==> config.mk <==
export PLATFORM = sky130hd
export DESIGN_NAME = axi4lite_mp_ram
export DESIGN_NICKNAME = d
export VERILOG_FILES = /design/src/rtl/axi4lite_mp_ram_pkg.sv /design/src/rtl/mpram_rr_arbiter.sv /design/src/rtl/axi4lite_mp_ram.sv
export SDC_FILE = /design/constraint.sdc
export NUM_CORES = 1
export LEC_CHECK = 0
export BUFFER_PORTS_ARGS = -buffer_cell sky130_fd_sc_hd__buf_2
export CORE_MARGIN = 3
export CORE_UTILIZATION = 35
export CTS_BUF_LIST = sky130_fd_sc_hd__clkbuf_8
export DETAILED_ROUTE_END_ITERATION = 6
export PLACE_DENSITY_LB_ADDON = 0.08
export SLEW_MARGIN = 30
export SYNTH_ARGS = -nofsm -noshare
export SYNTH_HDL_FRONTEND = slang
export SYNTH_HIERARCHICAL = 1
export SYNTH_SLANG_ARGS = --single-unit
==> constraint.sdc <==
create_clock -name aclk -period 3.7 [get_ports aclk]
set_clock_uncertainty 0.1 [all_clocks]
set_input_delay 0.74 -clock aclk [delete_from_list [all_inputs] [get_ports aclk]]
set_output_delay 0.74 -clock aclk [all_outputs]
set_load 0.005 [all_outputs]
==> src/rtl/axi4lite_mp_ram_pkg.sv <==
// Shared types for the multi-port AXI4-lite RAM: response codes and port index.
package axi4lite_mp_ram_pkg;

  typedef enum logic [1:0] {
    OKAY   = 2'b00,
    SLVERR = 2'b10
  } resp_e;

  // Wide enough for the largest supported port count (8).
  typedef logic [2:0] port_idx_t;

endpackage

==> src/rtl/mpram_rr_arbiter.sv <==
// Round-robin arbiter: one-hot grant, priority moves to the port after the winner.
module mpram_rr_arbiter
  import axi4lite_mp_ram_pkg::*;
#(
  parameter int unsigned NB_REQ = 2
) (
  input  logic              aclk,
  input  logic              aresetn,
  input  logic [NB_REQ-1:0] req,
  output logic [NB_REQ-1:0] grant
);

  port_idx_t ptr;
  port_idx_t win;
  logic      any;

  // Scan from the priority pointer outward; the first requester found wins.
  always_comb begin
    grant = '0;
    win   = ptr;
    any   = 1'b0;
    for (int unsigned k = 0; k < NB_REQ; k++) begin
      for (int unsigned i = 0; i < NB_REQ; i++) begin
        if (!any && req[i] && (i == (32'(ptr) + k) % NB_REQ)) begin
          grant[i] = 1'b1;
          win      = port_idx_t'(i);
          any      = 1'b1;
        end
      end
    end
  end

  always_ff @(posedge aclk or negedge aresetn) begin
    if (!aresetn) begin
      ptr <= '0;
    end else if (any) begin
      ptr <= (win == port_idx_t'(NB_REQ - 1)) ? '0 : port_idx_t'(win + 1'b1);
    end
  end

endmodule

==> src/rtl/axi4lite_mp_ram.sv <==
// Multi-port AXI4-lite RAM: round-robin arbitrated write ports, independent read ports.
// Build option: define AXI4LITE_MP_RAM_WSTRB_EN to honour wstrb byte enables.
module axi4lite_mp_ram
  import axi4lite_mp_ram_pkg::*;
#(
  parameter int unsigned NB_WPORT   = 2,
  parameter int unsigned NB_RPORT   = 2,
  parameter int unsigned ADDR_WIDTH = 3,
  parameter int unsigned RAM_DEPTH  = 2**ADDR_WIDTH,
  parameter int unsigned DATA_WIDTH = 32
) (
  input  logic                             aclk,
  input  logic                             aresetn,
  input  logic [NB_WPORT-1:0]              awvalid,
  output logic [NB_WPORT-1:0]              awready,
  input  logic [NB_WPORT*ADDR_WIDTH-1:0]   awaddr,
  input  logic [NB_WPORT*3-1:0]            awprot,
  input  logic [NB_WPORT-1:0]              wvalid,
  output logic [NB_WPORT-1:0]              wready,
  input  logic [NB_WPORT*DATA_WIDTH-1:0]   wdata,
  input  logic [NB_WPORT*DATA_WIDTH/8-1:0] wstrb,
  output logic [NB_WPORT-1:0]              bvalid,
  input  logic [NB_WPORT-1:0]              bready,
  output logic [NB_WPORT*2-1:0]            bresp,
  input  logic [NB_RPORT-1:0]              arvalid,
  output logic [NB_RPORT-1:0]              arready,
  input  logic [NB_RPORT*ADDR_WIDTH-1:0]   araddr,
  input  logic [NB_RPORT*3-1:0]            arprot,
  output logic [NB_RPORT-1:0]              rvalid,
  input  logic [NB_RPORT-1:0]              rready,
  output logic [NB_RPORT*DATA_WIDTH-1:0]   rdata,
  output logic [NB_RPORT*2-1:0]            rresp
);

  localparam int unsigned         NB_STRB = DATA_WIDTH / 8;
  localparam logic [ADDR_WIDTH:0] DEPTH   = (ADDR_WIDTH + 1)'(RAM_DEPTH);

  function automatic logic in_range(input logic [ADDR_WIDTH-1:0] a);
    return {1'b0, a} < DEPTH;
  endfunction

  logic                  run;
  logic [NB_WPORT-1:0]   aw_full, w_full, b_valid, wr_req, wr_gnt;
  logic [ADDR_WIDTH-1:0] aw_addr [NB_WPORT];
  logic [DATA_WIDTH-1:0] w_data  [NB_WPORT];
  logic [NB_STRB-1:0]    w_strb  [NB_WPORT];
  resp_e                 b_resp  [NB_WPORT];
  logic [NB_RPORT-1:0]   r_valid;
  logic [DATA_WIDTH-1:0] r_data  [NB_RPORT];
  resp_e                 r_resp  [NB_RPORT];
  logic [DATA_WIDTH-1:0] mem     [RAM_DEPTH];

  logic                  wr_en;
  logic [ADDR_WIDTH-1:0] wr_addr;
  logic [DATA_WIDTH-1:0] wr_data;
  logic [NB_STRB-1:0]    wr_strb;
  logic                  unused_ok;

  mpram_rr_arbiter #(.NB_REQ(NB_WPORT)) u_arb (
    .aclk    (aclk),
    .aresetn (aresetn),
    .req     (wr_req),
    .grant   (wr_gnt)
  );

  // run keeps every ready low while in reset and until the first edge after release.
  for (genvar i = 0; i < NB_WPORT; i++) begin : g_wport
    assign awready[i]        = run & ~aw_full[i];
    assign wready[i]         = run & ~w_full[i];
    assign wr_req[i]         = aw_full[i] & w_full[i] & ~b_valid[i];
    assign bresp[2*i +: 2]   = b_resp[i];
  end
  assign bvalid = b_valid;

  for (genvar j = 0; j < NB_RPORT; j++) begin : g_rport
    assign arready[j]                     = run & ~r_valid[j];
    assign rdata[j*DATA_WIDTH +: DATA_WIDTH] = r_data[j];
    assign rresp[2*j +: 2]                = r_resp[j];
  end
  assign rvalid = r_valid;

  always_comb begin
    wr_en   = 1'b0;
    wr_addr = '0;
    wr_data = '0;
    wr_strb = '0;
    for (int unsigned i = 0; i < NB_WPORT; i++) begin
      if (wr_gnt[i]) begin
        wr_en   = in_range(aw_addr[i]);
        wr_addr = aw_addr[i];
        wr_data = w_data[i];
        wr_strb = w_strb[i];
      end
    end
  end

  // Memory has no reset; a grant cannot exist during reset, so pending writes are dropped.
  always_ff @(posedge aclk) begin
    if (wr_en) begin
`ifdef AXI4LITE_MP_RAM_WSTRB_EN
      for (int unsigned b = 0; b < NB_STRB; b++) begin
        if (wr_strb[b]) mem[wr_addr][b*8 +: 8] <= wr_data[b*8 +: 8];
      end
`else
      mem[wr_addr] <= wr_data;
`endif
    end
  end

  always_ff @(posedge aclk or negedge aresetn) begin
    if (!aresetn) begin
      run     <= 1'b0;
      aw_full <= '0;
      w_full  <= '0;
      b_valid <= '0;
      r_valid <= '0;
      for (int unsigned i = 0; i < NB_WPORT; i++) begin
        aw_addr[i] <= '0;
        w_data[i]  <= '0;
        w_strb[i]  <= '0;
        b_resp[i]  <= OKAY;
      end
      for (int unsigned j = 0; j < NB_RPORT; j++) begin
        r_data[j] <= '0;
        r_resp[j] <= OKAY;
      end
    end else begin
      run <= 1'b1;
      for (int unsigned i = 0; i < NB_WPORT; i++) begin
        if (b_valid[i] && bready[i]) begin
          aw_full[i] <= 1'b0;
          w_full[i]  <= 1'b0;
          b_valid[i] <= 1'b0;
        end else begin
          if (awvalid[i] && awready[i]) begin
            aw_full[i] <= 1'b1;
            aw_addr[i] <= awaddr[i*ADDR_WIDTH +: ADDR_WIDTH];
          end
          if (wvalid[i] && wready[i]) begin
            w_full[i] <= 1'b1;
            w_data[i] <= wdata[i*DATA_WIDTH +: DATA_WIDTH];
            w_strb[i] <= wstrb[i*NB_STRB +: NB_STRB];
          end
          if (wr_gnt[i]) begin
            b_valid[i] <= 1'b1;
            b_resp[i]  <= in_range(aw_addr[i]) ? OKAY : SLVERR;
          end
        end
      end
      for (int unsigned j = 0; j < NB_RPORT; j++) begin
        if (arvalid[j] && arready[j]) begin
          r_valid[j] <= 1'b1;
          r_data[j]  <= in_range(araddr[j*ADDR_WIDTH +: ADDR_WIDTH]) ?
                        mem[araddr[j*ADDR_WIDTH +: ADDR_WIDTH]] : '0;
          r_resp[j]  <= in_range(araddr[j*ADDR_WIDTH +: ADDR_WIDTH]) ? OKAY : SLVERR;
        end else if (r_valid[j] && rready[j]) begin
          r_valid[j] <= 1'b0;
        end
      end
    end
  end

`ifdef AXI4LITE_MP_RAM_WSTRB_EN
  assign unused_ok = ^{awprot, arprot};
`else
  assign unused_ok = ^{awprot, arprot, wr_strb};
`endif

endmodule

After elaboration in Yosys (flattened, before gate mapping)
Memories as Yosys holds them, arrays and structs flattened. A register that Yosys moved wholly into a read port is not among the register bits.
Cells that the tools add are included.
- register bits: 82
- bits in latches: 0
- memory bits (writable): 256
- ROM bits: 0
- bits of input ports: 108
- output and inout port bits: 82
- word-level logic and storage cells: 110
- memories kept: 1
- memory list (memory ; depth ; width ; read ports ; clocked after Yosys merged registers in ; write ports ; RTL line ; source):
    mem ; 8 ; 32 ; 2 ; 2 ; 1 ; axi4lite_mp_ram.sv:51 ; logic [DATA_WIDTH-1:0] mem [RAM_DEPTH];
- add/sub/neg operators: 2
- $mul: 0
- div/mod/pow operators: 0
- $lt $le $gt $ge: 0
- eq/ne operators: 1
- shifts and indexed selects: 0
- multiplexer cells: 36
- bitwise gates (word level): 20
- reductions and logical operators: 36
- operators by type and width (kind ; number):
    zero test 32 bit ; 2
    two-way mux 32 bit ; 2
    two-way mux 1 bit ; 27
    two-way mux 3 bit ; 7
    logical AND 1 bit ; 17
    nonzero test 2 bit ; 8
    AND 1 bit ; 10
    inverter 1 bit ; 10
    AND reduction 2 bit ; 4
    zero test 1 bit ; 5
    adder 3 x 1 -> 3 bit (second input constant) ; 1
    equality test 3 x 1 -> 1 bit (second input constant) ; 1
    adder 1 bit (second input constant) ; 1

Longest topological paths before layout
Gate-level depths: netlist of the first run.
- word-level depth: 19
- gate-level depth with buffers: 8
- gate-level depth less buffers: 6

Cells and area by module
The synthesis of the first run kept the hierarchy.
- by module, submodules not included (module ; instances ; cells an instance ; area each (sq um) ; sequential area each (sq um)):
    axi4lite_mp_ram ; 1 ; 1177 ; 17635.7 ; 11265.8
    mpram_rr_arbiter ; 1 ; 6 ; 52.6 ; 25.0

Least setup slack after synthesis of the first run
OpenSTA, ideal clock, no wires.
- path type: register -> register
- start: reg b_valid[0], in the netlist bvalid[0]
- end: mem mem[1][0], enable pin
- setup time: 0.421 ns
- arrival: 2.832 ns
- data required time: 3.179 ns
- setup slack: 0.347 ns
- stages on the path, launching flop included: 7
- path buffers: 1
- clock period less this slack: 3.353 ns
- cells stage by stage: dfrtp_1 > nor2_1 > a21boi_1 > nor2b_1 > clkbuf_1 > a22oi_1 > nor2_1
- elaborated cells between the ends (all ways): 24
- those cells by class: mux: 12; bitwise: 2; reduce/logical: 10
- RTL lines (item ; RTL line ; source):
    from (decl) ; axi4lite_mp_ram.sv:43 ; logic [NB_WPORT-1:0] aw_full, w_full, b_valid, wr_req, wr_gnt;
    from (signal assigned) ; axi4lite_mp_ram.sv:115 ; b_valid <= '0;
    from (signal, indexed assignment) ; axi4lite_mp_ram.sv:133 ; b_valid[i] <= 1'b0;
    from (signal, indexed assignment) ; axi4lite_mp_ram.sv:145 ; b_valid[i] <= 1'b1;
    inverter 1 bit (*) ; axi4lite_mp_ram.sv:70 ; assign wr_req[i] = aw_full[i] & w_full[i] & ~b_valid[i];
    AND 1 bit (*) ; axi4lite_mp_ram.sv:70 ;
    via wr_req[0] ; axi4lite_mp_ram.sv:43 ;
    logical AND 1 bit ; mpram_rr_arbiter.sv:24 ; if (!any && req[i] && (i == (32'(ptr) + k) % NB_REQ)) begin
    two-way mux 1 bit ; mpram_rr_arbiter.sv:24 ;
    zero test 1 bit ; mpram_rr_arbiter.sv:24 ;
    logical AND 1 bit (2 in series) ; mpram_rr_arbiter.sv:24 ;
    two-way mux 1 bit ; mpram_rr_arbiter.sv:24 ;
    zero test 1 bit ; mpram_rr_arbiter.sv:24 ;
    logical AND 1 bit (2 in series) ; mpram_rr_arbiter.sv:24 ;
    two-way mux 1 bit (*) ; mpram_rr_arbiter.sv:24 ;
    via wr_gnt[0] ; axi4lite_mp_ram.sv:43 ;
    two-way mux 1 bit (2 in series) ; axi4lite_mp_ram.sv:88 ; if (wr_gnt[i]) begin
    two-way mux 1 bit ; axi4lite_mp_ram.sv:99 ; if (wr_en) begin
    two-way mux 1 bit (implied by the code) ; axi4lite_mp_ram.sv:105 ; mem[wr_addr] <= wr_data;
    to (decl) ; axi4lite_mp_ram.sv:51 ;
The timed path passes the listed nets; every way through them passes the cells marked *.

Worst setup path in the final report of the first run
- start: reg b_valid[1], in the netlist bvalid[1]
- end: mem mem[5][1], enable pin
- word-level cells in the longest chain between the ends: 16
- elaborated cells between the ends (all ways): 21
- those cells by class: mux: 11; bitwise: 2; reduce/logical: 8
- RTL lines (item ; RTL line):
    inverter 1 bit (*) ; axi4lite_mp_ram.sv:70
    AND 1 bit (*) ; axi4lite_mp_ram.sv:70
    via wr_req[1] ; axi4lite_mp_ram.sv:43
    logical AND 1 bit (2 in series) ; mpram_rr_arbiter.sv:24
    two-way mux 1 bit ; mpram_rr_arbiter.sv:24
    zero test 1 bit ; mpram_rr_arbiter.sv:24
    logical AND 1 bit (2 in series) ; mpram_rr_arbiter.sv:24
    two-way mux 1 bit ; mpram_rr_arbiter.sv:24
    zero test 1 bit ; mpram_rr_arbiter.sv:24
    logical AND 1 bit (2 in series) ; mpram_rr_arbiter.sv:24
    two-way mux 1 bit (*) ; mpram_rr_arbiter.sv:24
    via wr_gnt[1] ; axi4lite_mp_ram.sv:43
    two-way mux 1 bit ; axi4lite_mp_ram.sv:88
    two-way mux 1 bit ; axi4lite_mp_ram.sv:99
    two-way mux 1 bit (implied by the code) ; axi4lite_mp_ram.sv:105
Marks and branches as above.

==> metrics.md, run 1 <==
| Metric | Value |
|---|---|
| Status | completed |
| Die X-Extent | 231 um |
| Final min period | 3090 ps |
| Vias in the first global route | roughly 12000 |
| Netlist cell types | 30 |
| Seq/Total Area, Yosys | 63.8% |
| Total Routing Usage GR | roughly 18% |
| Io pins | 190 |
| Critical path capture point type | flop |
| Met2 Use GR | 30.0% |
| Detailed Routing Iterations Pass 1 | 4 |
| Std-Cell Rows | 81 |
| Worst Path Arrival | between 3000 and 4000 ps |
| Share of layout cells above drive strength 1 | 35.1% |
| Least-Margin Pin Slew | around 910 ps |
| Setup bufs post-CTS | 0 |
| CTS sink cnt | 400 |
| Final hold vios | 0 |
| Max Freq | 0.323 GHz |
| P&R area growth vs syn | 17.5% |
| First-pass GRT wire length | 71600 um |
| Global routing met3 resource utilization | 3.78% |
| Worst-path clk slew | 50 ps |
| RSZ-0062 raised after global routing | false |
| Grt total ovfl | 0 |
| Core area | 49500 um2 |
| Largest area contributor in the netlist | edfxtp_1 |
| P_leak | roughly 8.3 nW |
| Num CTS Buffers | 73 |
| Overall die height | 231 um |
| CP Max Fanout | 32 |
| Die Area | about 53000 um2 |
| Crit Path Class | flop to flop |
| Area contributors post-synth | edfxtp_1 43%, dfrtp_1 20%, mux2_2 12%, mux2i_1 7.2%, a22o_1 4.7% |
| TritonCTS clock tree | built |
| Hpwl dp | between 20000 and 30000 um |
| Vias per inst | between 5 and 6 |
| Final Slew Violations | 0 |
| Pwr Density | 661 nW/um2 |
| Ant. Diodes | 0 |
| Post-synthesis cell area | 17700 um2 |
| Port bufs | approximately 160 |
| Mean routed wirelength per cell | around 23 um |
| Total power | 13.7 mW |
| #FFs+latches synth | 400 |
| Placer Congestion | ~0.72 |
| Startpoint types | flop |
| Syn Area/Cell | 15.0 um2 |
| Post-synth top flop | edfxtp_1 |
| Top cell type's share of synthesized area | 43.5% |
| Critical Path RT | 3840 ps |
| Max clock buf depth | 3 |
| Antenna Nets Post-Route | 0 |
| Clock H-tree levels | 3 |
| Final core occ | 42.0% |
| Worst vdd ir | 0.376 mV |
| Number of synthesized flops with an enable pin | 256 |
| 1st-iter DRT viols | 469 |
| Synthesis Warnings | 6 |
| Post-synth ARST share | 36.0% |
| Vias | 10800 |
| Commonest cells after routing, fill and taps aside | 256 x edfxtp_1, 189 x mux2_2, 158 x buf_2 |
| Hold WC Path Type | primary input to flop |
| Finish-stage setup viols | 0 |
| Met1 Usage GRT | approximately a quarter |
| Initial antenna violation count | 0 |
| Syn Inst Count | 1183 |
| Max cap viols | 0 |
| CTS root buf | clkbuf_8 |
| Final worst-path cycle share | ~84% |
| Worst-Skew Late Latency | 620 ps |
| Setup TNS Final | 0 ps |
| Most Used Layer, Global Route | met2 |
| Rel. slew slack | 39.3% |
| # DRC | 0 |
| Leading cell type in the layout, fill and taps excluded | edfxtp_1 |
| Largest net degree at the start of global routing | 66 |
| DRT Wirelength | 48000 um |
| Final net count | between 1000 and 1500 |
| Starting density of the core | 35.8% |
[layout make-up]
type,count,area [um2]
sequential,400,11300
inverter,5,18.8
clock inverter,47,185
multi-input combinational,693,6010
timing repair buffer,204,1240
clock buffer,88,1210
tap,664,831
fill,4684,28700
[cell usage after synthesis (3+ instances only)]
| cell type | count |
|---|---|
| dfrtp_1 | 144 |
| o22ai_1 | 64 |
| nor2_1 | 15 |
| edfxtp_1 | 256 |
| clkbuf_1 | 46 |
| mux2_2 | 189 |
| nand2_1 | 76 |
| a22o_1 | 95 |
| o21ai_0 | 6 |
| o31ai_1 | 64 |
| inv_1 | 5 |
| nor2b_1 | 10 |
| buf_2 | 9 |
| a21oi_1 | 12 |
| buf_4 | 28 |
| buf_1 | 3 |
| mux2_1 | 9 |
| mux2i_1 | 128 |
| buf_6 | 6 |
[critical path, stage by stage, from the launching register on]
cell,delay [ps]
dfrtp_1,470
nor2_1,240
a21boi_4,690
a22oi_1,480
nor2_4,160
buf_4,540
[repair_timing]
action                                 CTS  global route
endpoints found under the hold margin   49             0
hold buffers                             1             0
resized for setup                        0             0
[cells by family (layout without fill, tap and decap cells)]
group,count (synthesis),count (layout),share of synthesized area [%]
mux,326,326,19.8
simple gates,107,107,2.55
flops,400,400,63.8
compound gates,251,251,10.8
other cells,2,9,0.0425
buf+inv,97,344,2.97
[sequential cells by signal, indices dropped and copies added (netlist names)]
register   cells
rvalid         2
w_full         2
aw_full        2
u_arb/ptr      1
bvalid         2
aw_addr        6
run            1
w_data        64
mem          256
rdata         64
[worst paths after layout]
check	from	depth (start not counted)	slack, ps	end
min in group asynchronous	aresetn	2	590	aw_full[1]
max	bvalid[1]	5	610	mem[5][1]
max in group asynchronous	aresetn	3	2010	rdata[43]
min reg2reg	rdata[33]	2	370	rdata[33]
min	rready[0]	2	210	rvalid[0]
max reg2reg	bvalid[1]	5	610	mem[5][1]
[where the power goes]
part           total, mW  leakage [nW]  switching, mW  internal, mW
logic               2.98          3.39           1.78          1.20
clock network       3.94         0.853           1.80          2.14
registers           6.81          4.11          0.553          6.26
total               13.7          8.35           4.13          9.60
[metal layers]
layer	part of all wire [%]	wire length (um)
met5	0	0
met4	1.5	704
met1	46	21900
met2	48	23100
met3	4.8	2310
[through the flow]
stage	setup WS [ps]	hold slack (ps)	std cells	area [um2]
floorplan	347	344	1190	17700
global placement	640	360	1965	19400
detailed placement	601	365	1965	19400
CTS	583	141	2101	20800
global route	404	201	2101	20800
finish	608	208	2101	20800
Note: power is estimated with default switching activity, not from simulation.
==> run 2: changes to the inputs <==
==> constraint.sdc (replaced) <==
create_clock -name aclk -period 3.2 [get_ports aclk]
set_clock_uncertainty 0.1 [all_clocks]
set_input_delay 0.64 -clock aclk [delete_from_list [all_inputs] [get_ports aclk]]
set_output_delay 0.64 -clock aclk [all_outputs]
set_load 0.005 [all_outputs]
==> run 2 against run 1 <==
Count of clock-buffer cells in the layout is 4 lower; sequential share of layout area is 0.37 points lower; routed wire length hardly changed; cell count is 0.14% higher; die area stayed put; flip-flop and latch count stayed put; power is 16% higher; global-route usage is 0.051 points higher; worst hold slack worse by 110 ps; first-iteration DRC count is 26% higher; clock power is 16% higher; non-clock buffer count is 4 higher; largest cell class unchanged.
==> metrics.md, run 2 (synthesized netlist as in run 1, its figures left out) <==
| Metric | Value |
|---|---|
| Crit Path Class | flop to flop |
| Final net count | 1488 (+0.20%) |
| Critical path capture point type | flop |
| Antenna Nets Post-Route | 0 (unchanged) |
| Largest net degree at the start of global routing | 74 (+12%) |
| Core area | 49500 um2 (unchanged) |
| Final min period | 2680 ps (-409 ps) |
| P&R area growth vs syn | 18.3% |
| Rel. slew slack | 41.2% (+1.8 points) |
| Clock H-tree levels | 3 (unchanged) |
| Placer Congestion | 0.717 (about the same) |
| Hold WC Path Type | primary input to flop |
| Switching Power | 4.81 mW (+17%) |
| Detailed Routing Iterations Pass 1 | 5 (+1) |
| DRT Wirelength | 48000 um (about the same) |
| TritonCTS clock tree | built |
| P_leak | 8.36 nW (+0.21%) |
| Port bufs | 161 (unchanged) |
| R2r setup slk | 520 ps (-90 ps) |
| Hpwl dp | 29000 um (-0.74%) |
| PostCTS Resize Cnt | 0 (unchanged) |
| RSZ-0062 raised after global routing | false |
| Worst vdd ir | 0.324 mV (-14%) |
| Worst-path clk slew | 60 ps (about the same) |
| Io pins | 190 (unchanged) |
| Critical Path RT | 3400 ps (-440 ps) |
| Overall die height | 231 um (unchanged) |
| Status | completed |
| 1st-iter DRT viols | 591 (+26%) |
| Initial antenna violation count | 0 (unchanged) |
| Num CTS Buffers | 72 (-1.4%) |
| Final hold vios | 0 (unchanged) |
| FILL cells | 4695 (+0.23%) |
| CP Max Fanout | 32 (unchanged) |
| Leading cell type in the layout, fill and taps excluded | edfxtp_1 |
| Commonest cells after routing, fill and taps aside | 256 x edfxtp_1, 189 x mux2_2, 158 x buf_2 |
| Worst hold slack | 94.3 ps (-114 ps) |
| Mean routed wirelength per cell | 22.8 um (-0.21%) |
| Least-Margin Pin Slew | 880 ps (-30.0 ps) |
| Sequential power share | 49.6% (about the same) |
| Total Routing Usage GR | 18.1% (+0.051 points) |
| # DRC | 0 (unchanged) |
| Max clock buf depth | 3 (unchanged) |
| Sw frac | 30.2% (+0.14 points) |
| Max Freq | 0.373 GHz (+15%) |
| Die X-Extent | 231 um (unchanged) |
| Comb pwr share | 21.6% (about the same) |
| Clock Power Share | 28.7% (about the same) |
| FF/Latch Area | 11300 um2 (unchanged) |
| Std-Cell Rows | 81 (unchanged) |
| Max cap viols | 0 (unchanged) |
| Final Slew Violations | 0 (unchanged) |
| Finish-stage setup viols | 0 (unchanged) |
| Share of layout cells above drive strength 1 | 35.4% (+0.30 points) |
| Number of flip-flops in the largest register | 256 (unchanged) |
| CTS sink cnt | 400 (unchanged) |
| Internal | 11.1 mW (+16%) |
| Vias in the first global route | 11500 (-0.20%) |
| Worst-Skew Late Latency | 620 ps (about the same) |
| Starting density of the core | 35.8% (unchanged) |
| Final worst-path cycle share | 83.8% (+0.27 points) |
| Worst Path Arrival | 2880 ps (-350 ps) |
| Vias per inst | 5.17 (+0.62%) |
| Setup TNS Final | 0 ps (unchanged) |
| Die Area | 53300 um2 (unchanged) |
| First-pass GRT wire length | 72100 um (+0.71%) |
| Grt total ovfl | 0 (unchanged) |
| Hold buffers post-CTS | 1 (unchanged) |
| Setup bufs post-CTS | 0 (unchanged) |
| Startpoint types | flop |
| Largest Register | mem |
| Pwr Density | 761 nW/um2 (+15%) |
| Vias | 10900 (+0.76%) |
| CTS root buf | clkbuf_8 |
| Multi-input gate area | 6010 um2 (unchanged) |
[run 2: changes by cell type in the layout (fill, tap and decap cells not counted), sizes merged]
| cell | before | now |
|---|---|---|
| diode | 0 | 1 |
| bufinv | 0 | 1 |
| clkbuf | 88 | 84 |
| buf | 203 | 207 |
| inv | 42 | 32 |
| clkinv | 9 | 20 |
[run 2: worst paths after layout]
path | startpoint | end | depth (start not counted)
worst max-delay path | w_full[1] | mem[6][6] | 7
worst min-delay path | rready[0] | rvalid[0] | 2
worst max register to register | w_full[1] | mem[6][6] | 7
worst min register to register | rdata[0] | rdata[0] | 2
max in group asynchronous | aresetn | rdata[38] | 3
min in group asynchronous | aresetn | w_full[0] | 2
[run 2: routing by layer]
metal  vias to the layer above  global-route usage [%]  routed length (um)
met2                       229                    29.2               22700
met4                         0                    5.31                 751
met5                         -                       0                   0
li1                       4997                       -                   -
met3                        49                    3.37                2160
met1                      5595                    25.1               22400
[run 2: area by class of cell]
class / instances / area share, %
flip-flops and latches: 400 / 53.9
multi-input cells: 693 / 28.7
repair buffers: 208 / 6.63
clock buffers: 84 / 5.52
well taps: 664 / 3.97
clock inverters: 49 / 1.11
inverters: 5 / 0.0897
diodes: 1 / 0.0120
[run 2: power by group through the flow]
stage | Sequential (mW) | Combinational (mW) | Clock (mW)
floorplan | 7.82 | 2.09 | 0
global placement | 7.98 | 3.45 | 0
detailed placement | 8.02 | 3.51 | 0
CTS | 7.92 | 3.51 | 4.76
global route | 8.07 | 3.81 | 5.01
finish | 7.90 | 3.45 | 4.58
[run 2: stage by stage]
| stage | cell area, um2 | setup WS (ps) | utilization [%] | cells | power, mW |
|---|---|---|---|---|---|
| after detailed placement | 19500 | 516 | 39.4 | 1968 | 11.5 |
| after CTS | 20900 | 479 | 42.3 | 2102 | 16.2 |
| final | 20900 | 517 | 42.3 | 2104 | 15.9 |
| after global routing | 20900 | 347 | 42.3 | 2103 | 16.9 |
| after global placement | 19500 | 525 | 39.4 | 1968 | 11.4 |
| after floorplan | 17700 | -153 | - | 1190 | 9.91 |
[run 2: worst max-delay path, stage by stage, from the launching register on]
cell and delay, ps:
dfrtp_1 440, nand2_1 80, nor2_1 200, a21boi_4 380
nor2b_4 80, a21oi_1 670, nor2_4 50, buf_4 330
